[src/rtl/vga_pkg.sv]
// Shared VGA definitions: default raster size, pixel type and the VRAM arbiter state encoding.
package vga_pkg;
    localparam int VGA_WIDTH  = 256;
    localparam int VGA_HEIGHT = 192;

    typedef logic [11:0] pixel_t;

    typedef enum logic [1:0] {
        ST_IDLE     = 2'd0,
        ST_FETCH    = 2'd1,
        ST_CPU_ACC  = 2'd2,
        ST_CPU_WAIT = 2'd3
    } arb_state_t;
endpackage

[src/rtl/vram_fetch_addr_gen.sv]
// Line-prefetch address generator: pixel counter plus a per-line base address,
// so the arbiter FSM never sees a y*WIDTH product.
module vram_fetch_addr_gen #(
    parameter int WIDTH   = 256,
    parameter int ADDR_W  = 16,
    parameter int FB_BASE = 0
) (
    input  logic              clk,
    input  logic              rst_n,
    input  logic              load,
    input  logic [15:0]       load_y,
    input  logic              step,
    output logic [15:0]       x,
    output logic [ADDR_W-1:0] addr,
    output logic              last
);
    localparam logic [31:0] W_BITS = 32'(WIDTH);

    logic [15:0]       y_r;
    logic [ADDR_W-1:0] base_r;
    logic [ADDR_W-1:0] base_n;

    // Constant-coefficient shift-add; only used when lines are not requested in order.
    function automatic logic [ADDR_W-1:0] line_base(input logic [15:0] y);
        logic [ADDR_W-1:0] acc;
        acc = '0;
        for (int i = 0; i < 32; i++)
            if (W_BITS[i]) acc = acc + ADDR_W'(32'(y) << i);
        return acc;
    endfunction

    // Normal scanout asks for y+1 after y: advance the running base by one line.
    always_comb begin
        if (load_y == y_r + 16'd1) base_n = base_r + ADDR_W'(WIDTH);
        else                       base_n = line_base(load_y);
    end

    always_ff @(posedge clk or negedge rst_n) begin
        if (!rst_n) begin
            y_r    <= '0;
            base_r <= '0;
            x      <= '0;
        end else if (load) begin
            y_r    <= load_y;
            base_r <= base_n;
            x      <= '0;
        end else if (step) begin
            x <= x + 16'd1;
        end
    end

    assign addr = ADDR_W'(FB_BASE) + base_r + ADDR_W'(x);
    assign last = (x == 16'(WIDTH - 1));
endmodule

[src/rtl/vram_arbiter.sv]
// Single-port VRAM arbiter: scanout line prefetch has priority, CPU req/ack accesses
// are served when idle or in a fairness slot every CPU_SLOT_PERIOD fetch reads.
module vram_arbiter
    import vga_pkg::*;
#(
    parameter int WIDTH           = VGA_WIDTH,
    parameter int HEIGHT          = VGA_HEIGHT,
    parameter int ADDR_W          = 16,
    parameter int DATA_W          = 12,
    parameter int FB_BASE         = 0,
    parameter int CPU_SLOT_PERIOD = 8
) (
    input  logic              clk,
    input  logic              rst_n,
    input  logic              line_start,
    input  logic [15:0]       line_y,
    output logic              lb_we,
    output logic [15:0]       lb_addr,
    output logic [DATA_W-1:0] lb_wdata,
    output logic              fetch_busy,
    output logic              underrun,
    input  logic              cpu_req,
    input  logic              cpu_we,
    input  logic [ADDR_W-1:0] cpu_addr,
    input  logic [DATA_W-1:0] cpu_wdata,
    output logic              cpu_ack,
    output logic [DATA_W-1:0] cpu_rdata,
    output logic              mem_en,
    output logic              mem_we,
    output logic [ADDR_W-1:0] mem_addr,
    output logic [DATA_W-1:0] mem_wdata,
    input  logic [DATA_W-1:0] mem_rdata
);
    localparam int SLOT_W = $clog2(CPU_SLOT_PERIOD + 1);

    arb_state_t        state, state_n;
    logic              fetch_pend, pend_n;
    logic [SLOT_W-1:0] slot_cnt, slot_n;
    logic              busy_r, lb_we_r, cpu_we_r;
    logic [15:0]       lb_addr_r, fx;
    logic [ADDR_W-1:0] faddr;
    logic              flast, accept, fetch_rd, slot_due;

    assign accept   = line_start && (line_y < 16'(HEIGHT));
    assign fetch_rd = (state == ST_FETCH);
    assign slot_due = (32'(slot_cnt) + 32'd1 >= 32'(CPU_SLOT_PERIOD));

    vram_fetch_addr_gen #(
        .WIDTH  (WIDTH),
        .ADDR_W (ADDR_W),
        .FB_BASE(FB_BASE)
    ) u_addr_gen (
        .clk   (clk),
        .rst_n (rst_n),
        .load  (accept),
        .load_y(line_y),
        .step  (fetch_rd && !accept),
        .x     (fx),
        .addr  (faddr),
        .last  (flast)
    );

    // A line_start in FETCH restarts the line; the read issued in that cycle is discarded.
    always_comb begin
        state_n = state;
        pend_n  = fetch_pend;
        slot_n  = slot_cnt;
        if (accept) slot_n = '0;
        case (state)
            ST_IDLE: begin
                if (accept)       state_n = ST_FETCH;
                else if (cpu_req) state_n = ST_CPU_ACC;
            end
            ST_FETCH: begin
                if (!accept) begin
                    if (flast) begin
                        state_n = cpu_req ? ST_CPU_ACC : ST_IDLE;
                        pend_n  = 1'b0;
                        slot_n  = '0;
                    end else if (slot_due && cpu_req) begin
                        state_n = ST_CPU_ACC;
                        pend_n  = 1'b1;
                        slot_n  = '0;
                    end else begin
                        slot_n = slot_due ? SLOT_W'(CPU_SLOT_PERIOD) : slot_cnt + SLOT_W'(1);
                    end
                end
            end
            ST_CPU_ACC: begin
                state_n = ST_CPU_WAIT;
                if (accept) pend_n = 1'b1;
            end
            default: begin
                state_n = (accept || fetch_pend) ? ST_FETCH : ST_IDLE;
                pend_n  = 1'b0;
            end
        endcase
    end

    always_ff @(posedge clk or negedge rst_n) begin
        if (!rst_n) begin
            state      <= ST_IDLE;
            fetch_pend <= 1'b0;
            slot_cnt   <= '0;
            busy_r     <= 1'b0;
            lb_we_r    <= 1'b0;
            lb_addr_r  <= '0;
            cpu_we_r   <= 1'b0;
        end else begin
            state      <= state_n;
            fetch_pend <= pend_n;
            slot_cnt   <= slot_n;
            lb_we_r    <= fetch_rd && !accept;
            if (fetch_rd) lb_addr_r <= fx;
            if (state == ST_CPU_ACC) cpu_we_r <= cpu_we;
            if (accept)
                busy_r <= 1'b1;
            else if (lb_we_r && lb_addr_r == 16'(WIDTH - 1))
                busy_r <= 1'b0;
        end
    end

    assign lb_we      = lb_we_r;
    assign lb_addr    = lb_addr_r;
    assign lb_wdata   = lb_we_r ? mem_rdata : '0;
    assign fetch_busy = busy_r;
    assign underrun   = accept && busy_r;

    assign cpu_ack    = (state == ST_CPU_WAIT);
    assign cpu_rdata  = (cpu_ack && !cpu_we_r) ? mem_rdata : '0;

    assign mem_en     = fetch_rd || (state == ST_CPU_ACC);
    assign mem_we     = (state == ST_CPU_ACC) && cpu_we;
    assign mem_addr   = fetch_rd ? faddr : (state == ST_CPU_ACC) ? cpu_addr : '0;
    assign mem_wdata  = mem_we ? cpu_wdata : '0;
endmodule

[config.mk]
export PLATFORM = sky130hd
export DESIGN_NAME = vram_arbiter
export DESIGN_NICKNAME = d
export VERILOG_FILES = /design/src/rtl/vga_pkg.sv /design/src/rtl/vram_fetch_addr_gen.sv /design/src/rtl/vram_arbiter.sv
export SDC_FILE = /design/constraint.sdc
export NUM_CORES = 1
export LEC_CHECK = 0
export ABC_AREA = 0
export BUFFER_PORTS_ARGS = -buffer_cell sky130_fd_sc_hd__buf_2
export CORE_MARGIN = 2
export CORE_UTILIZATION = 56
export DETAILED_ROUTE_END_ITERATION = 10
export PLACE_DENSITY_LB_ADDON = 0.1
export REMOVE_ABC_BUFFERS = 1
export SLEW_MARGIN = 25
export SYNTH_ARGS = -nofsm -noshare
export SYNTH_HDL_FRONTEND = slang
export SYNTH_SLANG_ARGS = --single-unit
[constraint.sdc]
create_clock -name clk -period 4.1 [get_ports clk]
set_input_delay 0.41 -clock clk [delete_from_list [all_inputs] [get_ports clk]]
set_output_delay 0.41 -clock clk [all_outputs]
set_load 0.01 [all_outputs]
Word-level counts from Yosys, hierarchy flattened:

Cells that the tools add are included.

* add/subtract/negate cells: 6
* $lt $le $gt $ge: 2
* equal/unequal tests: 10
* multiplexer cells: 29
* bitwise logic cells: 1
* reduce and logical (&&, ||, !) cells: 16

Operator list (count)
* two-way mux 16 bit: 5
* two-way mux 12 bit: 3
* adder 16 x 1 -> 16 bit (second input constant): 2
* == test 16 x 8 -> 1 bit (second input constant): 2
* two-way mux 4 bit: 6
* adder 16 bit: 1
* adder 16 x 9 -> 16 bit (second input constant): 1
* == test 16 bit: 1
* < comparator 16 x 8 -> 1 bit (second input constant): 1
* two-way mux 2 bit: 6
* logical AND 1 bit: 7
* two-way mux 1 bit: 7
* one-hot mux 2 bit (3 select lines): 1
* adder 4 x 1 -> 5 bit (second input constant): 1
* greater-or-equal comparator 5 x 4 -> 1 bit (second input constant): 1
* adder 4 x 1 -> 4 bit (second input constant): 1
* == test 2 bit (second input constant): 2
* != test 2 bit (second input constant): 2
* AND reduction 4 bit: 1
* nonzero test 2 bit: 2
* != test 3 x 2 -> 1 bit (second input constant): 1
* != test 3 bit (second input constant): 1
* one-hot mux 1 bit (3 select lines): 1
* AND reduction 3 bit: 1
* 5 further kinds: 7

* flip-flop bits (word level): 74
* bits of input ports: 61
* output and inout port bits: 74
* logic and storage cells: 74

Depth between registers and ports, before layout:

Gate-level depths: netlist of the first run.

* word-level depth: 7
* mapped depth: 10
* gate-level depth less buffers: 9

By module:

A second synthesis of the first run with hierarchy kept.

* cells, all modules: 467
* area, all modules: 4390.5 µm²

By module, submodules not included
* vram_fetch_addr_gen: instances 1, cells an instance 299, area an instance 2717.6 µm², sequential area each 1001.0 µm²
* vram_arbiter: instances 1, cells an instance 168, area an instance 1672.9 µm², sequential area each 650.6 µm²

Worst setup path after synthesis of the first run:

OpenSTA, ideal clock, no wires.

* path type: flip-flop to flip-flop
* start: register u_addr_gen.y_r[0]
* end: register u_addr_gen.base_r[11]
* library setup time: 132 ps
* arrival time: 2370 ps
* required time: 3968 ps
* setup slack: 1599 ps
* stages on the path, launching flop included: 9
* buffers on the path: 0
* clock period less this slack: 2501 ps
* cell sequence: dfrtp_1 ha_1 nand3_1 or3_1 a2111o_1 nor4_4 and4b_2 a21oi_1 or3b_1

* word-level cells in the longest chain between the ends: 3

Ends and longest elaborated chain
* start: declaration: RTL line vram_fetch_addr_gen.sv:19 `logic [15:0] y_r;`
* start signal: assignment: RTL line vram_fetch_addr_gen.sv:44 `y_r <= load_y;`
* adder 16 x 1 -> 16 bit: RTL line vram_fetch_addr_gen.sv:34 `if (load_y == y_r + 16'd1) base_n = base_r + ADDR_W'(WIDTH);`
* == test 16 bit: RTL line vram_fetch_addr_gen.sv:34
* two-way mux 16 bit: RTL line vram_fetch_addr_gen.sv:34
* end signal: assignment: RTL line vram_fetch_addr_gen.sv:45 `base_r <= base_n;`
* end: declaration: RTL line vram_fetch_addr_gen.sv:20 `logic [ADDR_W-1:0] base_r;`

Every way passes these cells.
A chain may end at the register's enable or synchronous reset.

Worst setup path in the final report of the first run:

* start: register u_addr_gen.x[9]
* end: output port mem_addr[14]

* word-level cells in the longest chain between the ends: 2

Ends and longest elaborated chain
* start: declaration: RTL line vram_fetch_addr_gen.sv:13 `output logic [15:0] x,`
* start signal: assignment: RTL line vram_fetch_addr_gen.sv:48 `x <= x + 16'd1;`
* adder 16 bit: RTL line vram_fetch_addr_gen.sv:52 `assign addr = ADDR_W'(FB_BASE) + base_r + ADDR_W'(x);`
* two-way mux 16 bit: RTL line vram_arbiter.sv:134 `assign mem_addr = fetch_rd ? faddr : (state == ST_CPU_ACC) ? cpu_addr : '0;`
* end: declaration: RTL line vram_arbiter.sv:30 `output logic [ADDR_W-1:0] mem_addr,`

Every way passes these cells.

==> results_dict.tcl, run 1 <==
set metrics [dict create \
    status "completed" \
    coreArea_um2 7650 \
    vias_per_cell 5.70 \
    drv_cap 0 \
    synth_top_cells_by_area "sky130_fd_sc_hd__dfrtp_1, sky130_fd_sc_hd__and2_1, sky130_fd_sc_hd__nand2_1" \
    synth_area_per_cell_um2 9.03 \
    boundaryPins 135 \
    routedWlPerCell_um 15.1 \
    launching_element_type_of_the_critical_path "flip-flop" \
    post-route-min-period_ns 3.02 \
    yosys_warnings 0 \
    antenna_violations_before_repair 0 \
    report.final.hold_viol_count 0 \
    slowest_stage "sky130_fd_sc_hd__dfrtp_1" \
    finish.utilization_pct 70.3 \
    route.final.wire_length_um 10800 \
    clock.fmax_ghz 0.332 \
    postSynthRegisterBits 66 \
    cts_buffers 9 \
    final_critical_path_setup_slack_ns 1.08 \
    crit_path_max_fanout 6 \
    critical-path-max-stage-delay_ns 0.45 \
    timing.max_slew.rel_slack_pct 40.3 \
    worst-endpoint-arrival_ns 2.61 \
    synth-seq-area-share_pct 37.8 \
    grt_setup_unrepaired "no" \
    grt_pass1_vias 3803 \
    detailroute.via_count 4078 \
    hold_class "primary input to asynchronous set/reset pin" \
    leading_cell_types_in_the_layout_fill_and_taps_excluded "sky130_fd_sc_hd__buf_2, sky130_fd_sc_hd__dfrtp_1, sky130_fd_sc_hd__nand2_1, sky130_fd_sc_hd__and2_1, sky130_fd_sc_hd__nor2_1" \
    die_w_um 92.3 \
    commonest_non_fill_non_tap_cell_in_the_layout "sky130_fd_sc_hd__buf_2" \
    post_synth_num_cell_types 56 \
    timing.final.setup_violations 0 \
    power_frac_clock_pct 23.5 \
    rows 32 \
    cpMostUsedCell "sky130_fd_sc_hd__a21oi_1" \
    portBuffers 134 \
    report.final.slew_viol_count 0 \
    track_usage_pct 25.8 \
    finalWeightedCongestion 0.944 \
    post_cts_hold_buffer_count 0 \
    final.period_utilization_pct 73.6 \
    total_switching_power_mw 1.22 \
    seq_power_share_pct 34.4 \
    worst_clock_skew_ns 0.0107 \
    setup.worst_path.end_class "output pin" \
    area_added_between_synthesis_and_finish_pct 22.9 \
    report.power.total_mw 3.18 \
    number_of_antenna_diodes 0 \
    layout-drive-gt1-share_pct 30.5 \
    async_flop_share_pct 100 \
    total_leakage_power_nw 2.64 \
    share_of_power_burned_in_combinational_logic_pct 42.1 \
    switching_power_share_of_the_total_pct 38.2 \
    clock_tree_from_tritoncts "done" \
    fillerInstances 654 \
    synth_ff_type "sky130_fd_sc_hd__dfrtp_1" \
    post-cts-setup-buffer-count 0 \
    synth_edf_count 0 \
    post_synth_instance_area_um2 4370 \
    drt_iter0_drc 183 \
    ir_drop_worst_vdd_mv 0.354 \
    initial_utilization_pct 57.1 \
    stdcell_area_um2 5370 \
    nNetsFinal 686 \
    path_class "flip-flop to output pin" \
    clockBufferDepth 2 \
    rrSetupSlack_ns 1.35 \
    cts.sink_count 66 \
    die_h_um 92.3 \
    post_synth_top_area_share_pct 37.8 \
    clockRootBuffer "sky130_fd_sc_hd__clkbuf_8" \
    power_density_nw_per_um2 592 \
    dp_worst_setup_slack_ns 1.36 \
    detail_route.first_pass.iterations 5 \
    grt_start_max_net_pins 45 \
    ctsResizeCount 0 \
    power.internal_mw 1.97 \
    timing.setup.tns_ns 0 \
    worst_slew_pin_slew_ns 0.896 \
    insertion_delay_ns 0.34 \
    antenna_left 0 \
    clk_transition_reported_paths_ns 0.08 \
    required_ns 3.69 \
    yosys.area.top_type "sky130_fd_sc_hd__dfrtp_1" \
    h-tree-depth 3 \
    crit_path_cell_chain "ha_1 -> a21oi_1 -> o21bai_1 -> a21oi_1 -> o21bai_1 -> a21oi_1 -> xor2_1 -> o21ai_0 -> buf_2" \
    hpwl_um 8050 \
    postPlaceCellArea_um2 5100 \
    grt_overflow 0 \
    synthCells 484 \
    design.die.area_um2 8530 \
    global_route_wire_length_before_repair_um 17900 \
    drcViolationCount 0 \
]
==> power by group through the flow <==
stage | clock network [mW] | logic (mW) | registers, mW
2_1_floorplan | 0 | 0.862 | 1.07
3_3_place_gp | 0 | 1.30 | 1.09
3_5_place_dp | 0 | 1.35 | 1.10
4_1_cts | 0.757 | 1.35 | 1.09
5_1_grt | 0.781 | 1.49 | 1.13
6_report | 0.747 | 1.34 | 1.09
==> state kept, by name (all words and copies together) (netlist names) <==
name               flops
fetch_busy             1
cpu_we_r               1
lb_addr               16
slot_cnt               4
fetch_pend             1
u_addr_gen.y_r        16
lb_we                  1
u_addr_gen.x          16
u_addr_gen.base_r      8
state                  2
==> per-layer routing <==
metal	vias up	routed length, um	track usage (%)
met1	1929	4730	34.7
met2	160	5210	43.0
met4	0	171	8.83
met5	-	0	0
met3	18	683	3.50
li1	1971	-	-
==> cells by family after synthesis <==
family	share of synthesized area, %
AND/OR/NAND/NOR	28.3
AO/OA/AOI/OAI	11.9
flip-flops	37.8
XOR/XNOR	7.21
buffers and inverters	3.44
multiplexers	6.73
adder cells (fa/ha/maj)	4.58
==> through the flow <==
step	cells	hold slack, ns
after detailed placement	700	0.494
after floorplan	459	0.114
final	716	0.184
after global placement	700	0.490
after CTS	716	0.216
after global routing	716	0.262
==> synth_stat cells (2+ instances only) <==
cell                       count
sky130_fd_sc_hd__nand2_1      58
sky130_fd_sc_hd__a21o_1        2
sky130_fd_sc_hd__nor3b_1       3
sky130_fd_sc_hd__nor3_1        4
sky130_fd_sc_hd__o21bai_1      2
sky130_fd_sc_hd__nand4_1       9
sky130_fd_sc_hd__nand3_1      18
sky130_fd_sc_hd__xor2_1       17
sky130_fd_sc_hd__nand4_4       2
sky130_fd_sc_hd__a211o_1       3
sky130_fd_sc_hd__o221ai_1      3
sky130_fd_sc_hd__nor2b_1       3
sky130_fd_sc_hd__or3_1         7
sky130_fd_sc_hd__ha_1         16
sky130_fd_sc_hd__a211oi_1      6
sky130_fd_sc_hd__buf_1         4
sky130_fd_sc_hd__mux2i_1       8
sky130_fd_sc_hd__inv_1        11
sky130_fd_sc_hd__dfrtp_1      66
sky130_fd_sc_hd__nand2b_1      2
sky130_fd_sc_hd__o41ai_1       2
sky130_fd_sc_hd__mux2_2       19
sky130_fd_sc_hd__and3_1       21
sky130_fd_sc_hd__a22oi_1       2
sky130_fd_sc_hd__o211ai_1      2
sky130_fd_sc_hd__nor2_1       31
sky130_fd_sc_hd__clkbuf_1     16
sky130_fd_sc_hd__a22o_1        9
sky130_fd_sc_hd__buf_2         3
sky130_fd_sc_hd__and2_1       38
sky130_fd_sc_hd__o21ai_0      15
sky130_fd_sc_hd__nor4_1        8
sky130_fd_sc_hd__nand3b_1      2
sky130_fd_sc_hd__or2_2         5
sky130_fd_sc_hd__xnor2_1      19
sky130_fd_sc_hd__or4_1         5
sky130_fd_sc_hd__a21oi_1      23
sky130_fd_sc_hd__nand4b_1      2
==> cell type report <==
class                   count  area (um2)  area share (%)
multi-input cells         382        2570            47.8
flip-flops and latches     66        1650            30.7
repair buffers            139         708            13.2
clock buffers              10         138            2.56
clock inverters             6         138            2.56
well taps                 102         128            2.38
inverters                  11        41.3           0.769
==> worst paths after layout <==
| path | from | to | cells after the start |
|---|---|---|---|
| max | u_addr_gen.x[9]$_DFFE_PN0P_ | mem_addr[14] | 9 |
| min | rst_n | u_addr_gen.y_r[10]$_DFFE_PN0N_ | 1 |
| min in group clk | line_y[0] | u_addr_gen.y_r[0]$_DFFE_PN0N_ | 3 |
| min reg2reg | u_addr_gen.y_r[15]$_DFFE_PN0N_ | u_addr_gen.y_r[15]$_DFFE_PN0N_ | 1 |
| max reg2reg | u_addr_gen.y_r[0]$_DFFE_PN0N_ | u_addr_gen.base_r[13]$_DFFE_PN0N_ | 8 |
| max in group asynchronous | rst_n | u_addr_gen.y_r[2]$_DFFE_PN0N_ | 2 |
==> worst max-delay path, delay by kind of cell (launching register included) <==
| kind | cells | cell delay, ns |
|---|---|---|
| AO/OA/AOI/OAI | 6 | 1.14 |
| adder cells (fa/ha/maj) | 1 | 0.35 |
| XOR/XNOR | 1 | 0.17 |
| buffers and inverters | 1 | 0.16 |
| flip-flops | 1 | 0.45 |
No activity file was read; power rests on OpenSTA's default activity.
==> inputs of run 2 (changes only) <==
--- a/config.mk
+++ b/config.mk
@@ -5,10 +5,10 @@
 export SDC_FILE = /design/constraint.sdc
 export NUM_CORES = 1
 export LEC_CHECK = 0
-export ABC_AREA = 0
+export ABC_AREA = 1
 export BUFFER_PORTS_ARGS = -buffer_cell sky130_fd_sc_hd__buf_2
 export CORE_MARGIN = 2
-export CORE_UTILIZATION = 56
+export CORE_UTILIZATION = 53
 export DETAILED_ROUTE_END_ITERATION = 10
 export PLACE_DENSITY_LB_ADDON = 0.1
 export REMOVE_ABC_BUFFERS = 1
==> constraint.sdc (replaced) <==
create_clock -name clk -period 3.1 [get_ports clk]
set_input_delay 0.31 -clock clk [delete_from_list [all_inputs] [get_ports clk]]
set_output_delay 0.31 -clock clk [all_outputs]
set_load 0.01 [all_outputs]
==> results_dict.tcl, run 2 <==
set metrics [dict create \
    status "completed" \
    initial_utilization_pct 54.7 \
    vias_per_cell 5.06 \
    design.die.area_um2 9270 \
    post-synth-top-count-cell "sky130_fd_sc_hd__nand2_1" \
    report.final.slew_viol_count 0 \
    synth_edf_count 0 \
    postPlaceCellArea_um2 5310 \
    critical-path-max-stage-delay_ns 0.55 \
    coreArea_um2 8260 \
    routedWlPerCell_um 12.3 \
    share_of_power_burned_in_combinational_logic_pct 38.7 \
    leading_cell_types_in_the_layout_fill_and_taps_excluded "sky130_fd_sc_hd__nand2_1, sky130_fd_sc_hd__buf_2, sky130_fd_sc_hd__inv_1, sky130_fd_sc_hd__nor2_1, sky130_fd_sc_hd__dfrtp_1" \
    track_usage_pct 25.1 \
    synth-seq-area-share_pct 36.6 \
    yosys.area_share.simple_pct 36.2 \
    finalWeightedCongestion 0.881 \
    rows 33 \
    cpMostUsedCell "sky130_fd_sc_hd__inv_1" \
    switching_power_share_of_the_total_pct 38.1 \
    slowest_stage "sky130_fd_sc_hd__nor2_1" \
    boundaryPins 135 \
    worst_hold_startpoint "line_y[0]" \
    rrSetupSlack_ns 0.79 \
    crit_path_cell_chain "inv_1 -> ha_1 -> inv_1 -> nor2_1 -> buf_4 -> nand2_1 -> o21ai_0 -> buf_2" \
    timing.final.setup_violations 0 \
    synth-xor-area-share_pct 4.43 \
    total_leakage_power_nw 3.31 \
    clockBufferDepth 2 \
    post_synth_num_cell_types 39 \
    antenna_left 0 \
    insertion_delay_ns 0.34 \
    timing.setup.tns_ns 0 \
    commonest_non_fill_non_tap_cell_in_the_layout "sky130_fd_sc_hd__nand2_1" \
    grt_pass1_vias 4186 \
    final_critical_path_setup_slack_ns 0.532 \
    timing.rr.start "state[1]$_DFFE_PN0P_" \
    drcViolationCount 0 \
    portBuffers 134 \
    finish.utilization_pct 67.6 \
    synth_compound_area_share_pct 8.17 \
    whs_endpoint "u_addr_gen.y_r[0]$_DFFE_PN0N_" \
    setup.worst_path.end_class "output pin" \
    grt_start_max_net_pins 41 \
    stdcell_area_um2 5580 \
    synth.area.mux_share_pct 0 \
    report.power.total_mw 3.53 \
    synthCells 655 \
    yosys_warnings 0 \
    worst_slew_pin_slew_ns 0.704 \
    hold_class "primary input to flip-flop" \
    detailroute.via_count 4572 \
    power_density_nw_per_um2 633 \
    cts.sink_count 66 \
    post_synth_top_area_share_pct 36.6 \
    number_of_instances_on_the_worst_hold_path 3 \
    timing.max_slew.rel_slack_pct 52.9 \
    post-route-min-period_ns 2.57 \
    crit-reg2reg-capture "u_addr_gen.x[15]$_DFFE_PN0P_" \
    layout-drive-gt1-share_pct 23.3 \
    die_h_um 96.3 \
    seq_power_share_pct 34.3 \
    hold-worst-slack_ns 0.251 \
    clk_transition_reported_paths_ns 0.08 \
    power.internal_mw 2.19 \
    post_synth_instance_area_um2 4520 \
    grt_overflow 0 \
    ctsResizeCount 0 \
    route.final.wire_length_um 11100 \
    power_frac_clock_pct 27.1 \
    required_ns 2.79 \
    synth_top_cells_by_area "sky130_fd_sc_hd__dfrtp_1, sky130_fd_sc_hd__nand2_1, sky130_fd_sc_hd__inv_1" \
    area_added_between_synthesis_and_finish_pct 23.6 \
    path_class "flip-flop to output pin" \
    layoutNonFillerInstCount 903 \
    die_w_um 96.3 \
    antenna_violations_before_repair 0 \
    detail_route.first_pass.iterations 5 \
    ir_drop_worst_vdd_mv 0.408 \
    final.period_utilization_pct 82.8 \
    total_switching_power_mw 1.35 \
    synth_area_per_cell_um2 6.89 \
    nNetsFinal 870 \
    global_route_wire_length_before_repair_um 18400 \
    synth_ff_type "sky130_fd_sc_hd__dfrtp_1" \
    launching_element_type_of_the_critical_path "flip-flop" \
    placed_cells_incl_taps 886 \
    worst_clock_skew_ns 0.00801 \
    combinational_family_with_the_most_area_after_synthesis "simple AND/OR/NAND/NOR gates" \
    clock.fmax_ghz 0.389 \
    worst-endpoint-arrival_ns 2.26 \
    synth_adder_area_share_pct 4.43 \
    async_flop_share_pct 100 \
    report.final.hold_viol_count 0 \
    fillerInstances 758 \
    yosys.area.top_type "sky130_fd_sc_hd__dfrtp_1" \
    cts_buffers 9 \
    synthTopCellsByCount "sky130_fd_sc_hd__nand2_1, sky130_fd_sc_hd__inv_1, sky130_fd_sc_hd__nor2_1" \
    rr_worst_depth 12 \
    drv_cap 0 \
    clock_tree_from_tritoncts "done" \
    number_of_antenna_diodes 0 \
    postSynthRegisterBits 66 \
    hpwl_um 8470 \
    dp_worst_setup_slack_ns 0.819 \
    crit_path_max_fanout 9 \
    clockRootBuffer "sky130_fd_sc_hd__clkbuf_8" \
    h-tree-depth 3 \
    drt_iter0_drc 183 \
    grt_setup_unrepaired "no" \
]
## run 2: cell count changes after synthesis, sizes merged, moves of 20 or more
cell	change
o21ai	+24
nor2	+52
nand2	+140
inv	+99
nand3	+24
and2	-38
and3	-20
## run 2: final cells by class
cell class | count | area [um2] | share of cell area (%)
Timing Repair Buffer | 140 | 718 | 12.9
Inverter | 110 | 413 | 7.40
Multi-Input combinational cell | 466 | 2400 | 43.0
Sequential cell | 66 | 1650 | 29.6
Clock inverter | 7 | 141 | 2.53
Clock buffer | 9 | 124 | 2.22
Tap cell | 105 | 131 | 2.35
## run 2: what timing repair did
| action | 4_1_cts | 5_1_grt |
|---|---|---|
| hold endpoints to repair | 4 | 0 |
| hold buffers | 1 | 0 |
| buffers inserted | 0 | 0 |
## run 2: worst max-delay path: cells and delay by family, from the launching register on
| family | cells | cell delay [ns] |
|---|---|---|
| and+or+nand+nor | 2 | 0.61 |
| adders and majority gates | 1 | 0.20 |
| AOI/OAI and AO/OA | 1 | 0.06 |
| DFF | 1 | 0.41 |
| buffers and inverters | 4 | 0.64 |
## run 2: kinds of logic (layout without fill, tap and decap cells)
logic type                 count (synthesis)  count (layout)
and+or+nand+nor                          361             361
buffers and inverters                    123             266
AOI/OAI and AO/OA                         67              67
DFF                                       66              66
xor gates and xnor gates                  22              22
adders and majority gates                 16              16
## run 2: power by group through the flow
stage / Clock (mW) / Sequential, mW / Combinational, mW
after CTS: 0.973 / 1.21 / 1.37
final: 0.957 / 1.21 / 1.37
after floorplan: 0 / 1.22 / 0.836
after global routing: 1.01 / 1.24 / 1.55
after global placement: 0 / 1.22 / 1.33
after detailed placement: 0 / 1.22 / 1.36
## run 2: worst max path at each step
stage | startpoint | end | slack (ns) | depth (start not counted)
2_1_floorplan | state[1]$_DFFE_PN0P_ | u_addr_gen.x[15]$_DFFE_PN0P_ | 0.85 | 11
5_1_grt | state[0]$_DFFE_PN0P_ | mem_addr[9] | 0.30 | 8
3_5_place_dp | state[1]$_DFFE_PN0P_ | u_addr_gen.x[15]$_DFFE_PN0P_ | 0.82 | 12
3_3_place_gp | state[1]$_DFFE_PN0P_ | u_addr_gen.x[15]$_DFFE_PN0P_ | 0.90 | 12
6_report | state[0]$_DFFE_PN0P_ | mem_addr[15] | 0.53 | 8
4_1_cts | state[0]$_DFFE_PN0P_ | mem_addr[15] | 0.48 | 8
## run 2: routing by layer
layer	global-route usage, %	vias up	routed length, um
met5	0	-	0
met4	6.69	0	96
met3	3.84	13	752
met2	43.1	163	5250
met1	33.0	2064	4990
li1	-	2332	-
==> inputs of run 3 (changes only) <==
--- a/config.mk
+++ b/config.mk
@@ -5,10 +5,10 @@
 export SDC_FILE = /design/constraint.sdc
 export NUM_CORES = 1
 export LEC_CHECK = 0
-export ABC_AREA = 1
+export ABC_AREA = 0
 export BUFFER_PORTS_ARGS = -buffer_cell sky130_fd_sc_hd__buf_2
 export CORE_MARGIN = 2
-export CORE_UTILIZATION = 53
+export CORE_UTILIZATION = 47
 export DETAILED_ROUTE_END_ITERATION = 10
 export PLACE_DENSITY_LB_ADDON = 0.1
 export REMOVE_ABC_BUFFERS = 1
==> constraint.sdc (replaced) <==
create_clock -name clk -period 2.2 [get_ports clk]
set_input_delay 0.22 -clock clk [delete_from_list [all_inputs] [get_ports clk]]
set_output_delay 0.22 -clock clk [all_outputs]
set_load 0.01 [all_outputs]
==> results_dict.tcl, run 3 (synthesized netlist as in run 1, its figures left out) <==
set metrics [dict create \
    hold-worst-slack_ns 0.166 \
    nNetsFinal 745 \
    status "complete, but fails checks" \
    total_leakage_power_nw 2.95 \
    failing_checks "negative setup slack" \
    switching_power_share_of_the_total_pct 38.4 \
    boundaryPins 135 \
    report.final.hold_viol_count 0 \
    postPlaceCellArea_um2 5510 \
    power_frac_clock_pct 18.1 \
    h-tree-depth 3 \
    clockBufferDepth 2 \
    drt_iter0_drc 179 \
    total_switching_power_mw 2.32 \
    crit_path_max_fanout 6 \
    timing.max_slew.rel_slack_pct 63.7 \
    detailroute.via_count 4271 \
    detail_route.first_pass.iterations 4 \
    grt_pass1_vias 4050 \
    coreArea_um2 9110 \
    layoutNonFillerInstCount 782 \
    track_usage_pct 23.0 \
    hold_class "primary input to flip-flop" \
    grtUsageMet2_pct 39.8 \
    post-route-min-period_ns 2.51 \
    die_h_um 100 \
    commonest_non_fill_non_tap_cell_in_the_layout "sky130_fd_sc_hd__buf_2" \
    clock.fmax_ghz 0.398 \
    routedWlPerCell_um 14.9 \
    clock_tree_from_tritoncts "done" \
    path_class "flip-flop to flip-flop" \
    cts.sink_count 66 \
    worst-endpoint-arrival_ns 2.73 \
    ir_drop_worst_vdd_mv 0.640 \
    drv_cap 0 \
    area_added_between_synthesis_and_finish_pct 37.2 \
    final_critical_path_setup_slack_ns -0.311 \
    power.internal_mw 3.73 \
    grt_setup_unrepaired "yes" \
    grt_start_max_net_pins 67 \
    grt-busiest-layer "met2" \
    die_w_um 100 \
    final.period_utilization_pct 114 \
    dp_worst_setup_slack_ns -0.308 \
    setup.worst_path.end_class "flip-flop" \
    stdcell_area_um2 5990 \
    share_of_power_burned_in_combinational_logic_pct 50.1 \
    placed_cells_incl_taps 757 \
    insertion_delay_ns 0.33 \
    clockRootBuffer "sky130_fd_sc_hd__clkbuf_8" \
    report.final.slew_viol_count 0 \
    global_route_wire_length_before_repair_um 18500 \
    worst_clock_skew_ns 0.00972 \
    vias_per_cell 5.46 \
    finalWeightedCongestion 0.838 \
    number_of_antenna_diodes 0 \
    launching_element_type_of_the_critical_path "flip-flop" \
    grt_overflow 0 \
    cts_buffers 9 \
    antenna_violations_before_repair 0 \
    groute.layer.met1.usage_pct 29.6 \
    drcViolationCount 0 \
    fillerInstances 787 \
    timing.final.setup_violations 11 \
    design.die.area_um2 10100 \
    route.final.wire_length_um 11700 \
    grt_util_met3_pct 3.13 \
    leading_cell_types_in_the_layout_fill_and_taps_excluded "sky130_fd_sc_hd__buf_2, sky130_fd_sc_hd__dfrtp_1, sky130_fd_sc_hd__nand2_1, sky130_fd_sc_hd__buf_4, sky130_fd_sc_hd__and2_1" \
    portBuffers 134 \
    antenna_left 0 \
    seq_power_share_pct 31.8 \
    hpwl_um 8360 \
    report.power.total_mw 6.05 \
    worst_slew_pin_slew_ns 0.543 \
    number_of_instances_on_the_worst_hold_path 3 \
    power_density_nw_per_um2 1010 \
    clk_transition_reported_paths_ns 0.07 \
    layout-drive-gt1-share_pct 39.9 \
    initial_utilization_pct 48.0 \
    rr_worst_depth 10 \
    required_ns 2.42 \
    rows 35 \
]
-- run 3: power groups by stage --
stage          sequential [mW]  combinational, mW  clock [mW]
6_report                  1.92               3.03        1.09
3_3_place_gp              1.92               2.79           0
4_1_cts                   1.91               2.96        1.12
5_1_grt                   1.98               3.35        1.17
3_5_place_dp              1.93               2.85           0
2_1_floorplan             1.99               1.61           0
-- run 3: critical path: stages (launching register included) --
cell and delay (ns):
sky130_fd_sc_hd__dfrtp_1 0.40, sky130_fd_sc_hd__ha_4 0.16, sky130_fd_sc_hd__nand3_2 0.06, sky130_fd_sc_hd__or3_1 0.35
sky130_fd_sc_hd__a2111o_1 0.46, sky130_fd_sc_hd__nor4_4 0.16, sky130_fd_sc_hd__buf_4 0.16, sky130_fd_sc_hd__nand4_4 0.12
sky130_fd_sc_hd__buf_4 0.18, sky130_fd_sc_hd__mux2i_1 0.12, sky130_fd_sc_hd__or2_4 0.23
-- run 3: path summary, 6_finish.rpt --
| path | startpoint | end | slack, ns |
|---|---|---|---|
| setup / recovery | u_addr_gen.y_r[0]$_DFFE_PN0N_ | u_addr_gen.base_r[10]$_DFFE_PN0N_ | -0.31 |
| hold / removal | line_y[4] | u_addr_gen.y_r[4]$_DFFE_PN0N_ | 0.17 |
| setup reg to reg | u_addr_gen.y_r[0]$_DFFE_PN0N_ | u_addr_gen.base_r[10]$_DFFE_PN0N_ | -0.31 |
| hold reg to reg | cpu_we_r$_DFFE_PN0N_ | cpu_we_r$_DFFE_PN0N_ | 0.52 |
| max in group asynchronous | rst_n | u_addr_gen.y_r[0]$_DFFE_PN0N_ | 1.47 |
| min in group asynchronous | rst_n | lb_addr[12]$_DFFE_PN0P_ | 0.42 |
-- run 3: stage by stage --
step,utilization [%],TNS (ns)
after CTS,64.3,-2.47
after global placement,60.5,-1.20
after floorplan,-,-8.28
final,65.8,-2.36
after global routing,65.8,-3.38
after detailed placement,60.5,-1.72
-- run 3: layer usage --
metal / wire length, um / share of wire (%)
met1: 5210 / 45
met2: 5610 / 48
met3: 624 / 5.4
met4: 210 / 1.8
met5: 0 / 0
-- run 3: what timing repair did --
| item | in CTS | in global routing |
|---|---|---|
| setup buffers | 8 | 5 |
| pin swaps | 20 | 19 |
| endpoints found under the hold margin | 66 | 0 |
| resized for setup | 23 | 22 |
| hold buffers | 1 | 0 |
| setup endpoints to repair | 24 | 26 |
| gates cloned | 0 | 1 |
-- run 3: final cells by class --
type,count,area (um2),share of cell area [%]
clock buffers,11,141,2.36
clock inverters,3,65.1,1.09
inverters,11,41.3,0.689
multi-input cells,382,2740,45.7
flip-flops and latches,66,1650,27.6
well taps,111,139,2.32
repair buffers,198,1210,20.3
